**config.mk**
```make
export PLATFORM = sky130hd
export DESIGN_NAME = disp_scan_mux
export DESIGN_NICKNAME = d
export VERILOG_FILES = /design/src/rtl/disp_scan_mux.sv
export SDC_FILE = /design/constraint.sdc
export NUM_CORES = 1
export LEC_CHECK = 0
export CORE_MARGIN = 2
export CORE_UTILIZATION = 50
export CTS_CLUSTER_SIZE = 30
export DETAILED_ROUTE_END_ITERATION = 6
export PLACE_DENSITY = 0.81
export SETUP_SLACK_MARGIN = 0.5
export SLEW_MARGIN = 20
export SYNTH_ARGS = -nofsm -noshare
export SYNTH_HDL_FRONTEND = slang
export SYNTH_SLANG_ARGS = --single-unit
```
**constraint.sdc**
```tcl
create_clock -name CLK -period 2.3 [get_ports CLK]
set_input_delay 0.69 -clock CLK [delete_from_list [all_inputs] [get_ports CLK]]
set_output_delay 0.69 -clock CLK [all_outputs]
set_load 0.1 [all_outputs]
```
**src/rtl/disp_scan_mux.sv**
```systemverilog
// disp_scan_mux: 4-digit seven-segment scan multiplexer with blanking gaps and per-frame snapshot.
// Optional leading-zero blanking is enabled by defining DISP_SCAN_MUX_LZB_EN.
module disp_scan_mux #(
    parameter int REFRESH_CYCLES = 12000,
    parameter int BLANK_CYCLES   = 600
) (
    input  logic        CLK,
    input  logic        RST_N,
    input  logic [15:0] VALUE,
    input  logic        HOLD,
    output logic [3:0]  HEX,
    output logic        BLANK,
    output logic [3:0]  COMM,
    output logic        FRAME_DONE
);
    typedef enum logic {GAP, DRIVE} state_t;
    localparam logic [23:0] REF_LD = 24'(REFRESH_CYCLES - 1);
    localparam logic [23:0] BLK_LD = 24'(BLANK_CYCLES - 1);
    state_t      r_state;
    logic [1:0]  r_digit;
    logic [23:0] r_timer;
    logic [15:0] r_snap;
    logic        w_capture;
    logic [15:0] w_snap;
    logic [3:0]  w_hex;
    logic        w_lzb;
    // Digit 0 must show the value captured on the same edge it starts driving.
    assign w_capture = (r_state == GAP) && (r_timer == '0) && (r_digit == 2'd0) && !HOLD;
    assign w_snap    = w_capture ? VALUE : r_snap;
    assign w_hex     = w_snap[{r_digit, 2'b00} +: 4];
`ifdef DISP_SCAN_MUX_LZB_EN
    logic [15:0] w_hi;
    assign w_hi  = w_snap >> {r_digit, 2'b00};
    assign w_lzb = (r_digit != 2'd0) && (w_hi == 16'h0);
`else
    assign w_lzb = 1'b0;
`endif
    always_ff @(posedge CLK or negedge RST_N) begin
        if (!RST_N) begin
            r_state    <= GAP;
            r_digit    <= 2'd0;
            r_timer    <= BLK_LD;
            r_snap     <= 16'h0000;
            HEX        <= 4'h0;
            BLANK      <= 1'b1;
            COMM       <= 4'b0000;
            FRAME_DONE <= 1'b0;
        end else begin
            FRAME_DONE <= 1'b0;
            if (r_timer != '0) begin
                r_timer <= r_timer - 24'd1;
            end else if (r_state == GAP) begin
                r_state <= DRIVE;
                r_timer <= REF_LD;
                r_snap  <= w_snap;
                COMM    <= 4'b0001 << r_digit;
                HEX     <= w_hex;
                BLANK   <= w_lzb;
            end else begin
                r_state    <= GAP;
                r_timer    <= BLK_LD;
                r_digit    <= r_digit + 2'd1;
                COMM       <= 4'b0000;
                BLANK      <= 1'b1;
                FRAME_DONE <= (r_digit == 2'd3);
            end
        end
    end
endmodule

```
==> flow_metrics.tcl <==
set metrics [dict create \
    status "finished with violations" \
    violations "setup timing" \
    avgSynthCellArea_um2 11.3 \
    first_global_vias 2221 \
    most-common-layout-cells "dfrtp_1, buf_4, nand2_1" \
    grt_max_degree 54 \
    grt_pass1_wl_um 10900 \
    antenna_found_initial 0 \
    start_kind "flip-flop" \
    antenna_cells 0 \
    routedWlPerCell_um 20.2 \
    grtUsageMet1_pct 35.5 \
    grt_overflow 0 \
    fillCellCount 293 \
    path_max_fanout 5 \
    final_core_util_pct 75.8 \
    required_ps 2500 \
    ys.flop_type "dfrtp_1" \
    io_pins 29 \
    synth_area_leader_cell "dfrtp_1" \
    holdBufCountCts 0 \
    drc 0 \
    p_leak_nw 1.79 \
    globalplace.congestion 0.861 \
    critPathKind "reg2reg" \
    max-vdd-ir-drop_uv 322 \
    numPortBuffers 28 \
    crit_chain "or4_4 > and4bb_4 > nand4_4 > mux2_2 > a2111oi_2 > o31ai_1" \
    use_met2_pct 39.9 \
    end_kind "flip-flop" \
    hpwlAfterDp_um 3980 \
    seqCellArea_um2 1340 \
    layout_commonest_cell "dfrtp_1" \
    p_int_mw 1.26 \
    synth_seq_cells 53 \
    slowest_stage "or4_4" \
    initial_utilization_pct 51.0 \
    synth_edf_count 0 \
    p_comb_share_pct 8.1 \
    syn-num-nets 252 \
    p_sw_mw 0.389 \
    syn_area_um2 2560 \
    p_seq_share_pct 58.2 \
    clock.fmax_mhz 402 \
    synth_area_leaders "dfrtp_1, dfstp_2, mux2_2" \
    clockBufferDepth 2 \
    use_met3_pct 5.82 \
    num_vias 2279 \
    synthToLayoutAreaGrowth_pct 48.6 \
    clk_pin_slew_worst_paths_ps 100 \
    ys_seq_area_share_pct 52.2 \
    worstHoldPathType "in2async" \
    hold_ws_ps 353 \
    die_h_um 75.5 \
    numCtsBuffers 5 \
    power.total_mw 1.65 \
    placementRows 26 \
    routed_via_density 5.98 \
    die-area_um2 5700 \
    track_usage_pct 25.9 \
    rsz0062_at_grt "yes" \
    maxSlewHeadroom_pct 69.8 \
    die_w_um 75.5 \
    min_period_ps 2490 \
    drtIter0Drc 287 \
    drt_pass1_iterations 5 \
    yosysUniqueCellTypes 38 \
    clock_latency_ps 320 \
    drv_slew 0 \
    yosysTopAreaCellShare_pct 45.0 \
    clkPwrFrac_pct 33.7 \
    powerDensity_nw_per_um2 434 \
    crit_arrival_ps 2690 \
    drt_wl_total_um 7700 \
    p_sw_share_pct 23.6 \
    fin_nets 335 \
    yosys_warnings 0 \
    hold_viol_final 0 \
    htreeDepth 2 \
    finClkSkew_ps 8.90 \
    cts_sinks 53 \
    critPathMaxStageDelay_ps 550 \
    period_share_pct 108 \
    multi_input_area_um2 1460 \
    drive_above_1_share_pct 45.0 \
    cts_tree "yes" \
    synthCells 227 \
    setup_viol 13 \
    tightest_slew_ps 447 \
    async_reset_ff_share_pct 100 \
    antenna_left 0 \
    maxCapViolations 0 \
    top_usage_layer "met2" \
    root_buffer "clkbuf_8" \
    placeableCoreArea_um2 5010 \
    worst_slack_ps -189 \
]
sequential cells by signal, indices dropped and copies added (netlist names):
| register | count |
|---|---|
| r_state | 1 |
| COMM | 4 |
| BLANK | 1 |
| HEX | 4 |
| r_snap | 16 |
| FRAME_DONE | 1 |
| r_timer | 24 |
| r_digit | 2 |
power by group through the flow:
stage	Sequential (mW)	Combinational [mW]	Clock (mW)
final	0.960	0.134	0.555
after global routing	0.962	0.142	0.594
after CTS	0.958	0.126	0.543
after detailed placement	0.976	0.120	0
after global placement	0.974	0.118	0
after floorplan	0.999	0.0271	0
cell usage after synthesis, types with 5 or more instances:
cell      number
nand2_1       27
o31ai_1        5
xor2_1         7
inv_1          5
mux2_2        16
xnor2_1        8
a21oi_1        7
o21ai_0        5
nor2_1        22
dfrtp_1       46
dfstp_2        7
or4_1          5
nand3b_1       5
nor3_1         8
ha_1           6
and3_1         6
path summary, 6_finish.rpt:
path / cells after the start / endpoint / from / slack [ps]
max in group asynchronous: 2 / r_timer[2] / RST_N / 1660
worst min-delay path: 2 / r_timer[5] / RST_N / 350
worst max register to register: 6 / HEX[2] / r_timer[19] / -190
min in group CLK: 2 / COMM[2] / COMM[2] / 490
worst min register to register: 2 / COMM[2] / COMM[2] / 490
worst max-delay path: 6 / HEX[2] / r_timer[19] / -190
critical path, delay by kind of cell, from the launching register on:
| kind | cells | cell delay (ps) |
|---|---|---|
| AOI/OAI and AO/OA | 2 | 510 |
| DFF | 1 | 380 |
| and+or+nand+nor | 3 | 1130 |
| muxes | 1 | 350 |
layout make-up:
cell class              count  area share (%)
repair buffers             81            21.2
multi-input cells         164            38.5
flip-flops and latches     53            35.1
inverters                   5           0.494
well taps                  70            2.30
clock buffers               8            2.37
routing by layer:
metal,vias to the layer above,share of wire (%)
li1,976,-
met1,1143,41
met2,118,48
met3,42,6.8
met4,0,4.2
met5,-,0
repair_timing:
item | in CTS | in global routing
endpoints found under the hold margin | 0 | 0
endpoints found under the setup margin | 53 | 53
cloned | 2 | 1
resized for setup | 52 | 28
setup buffers | 14 | 6
pin swaps | 15 | 15
through the flow:
stage / TNS, ps / setup slack, ps / area [um^2] / std cells
after detailed placement: -1170 / -260 / 3160 / 350
after global placement: -881 / -214 / 3160 / 350
after floorplan: -445 / -123 / 2590 / 227
after global routing: -1890 / -242 / 3800 / 381
after CTS: -742 / -116 / 3590 / 374
final: -925 / -189 / 3800 / 381
cells by family after synthesis:
kind of cell    count (synthesis)  share of synthesized area (%)
mux                            20                           10.7
buf+inv                        12                           1.86
xor+xnor                       15                           5.14
fa+ha+maj                       6                           2.94
compound gates                 25                           6.41
flops                          53                           52.2
simple gates                   96                           20.7
Power figures use the tool's default switching activity.
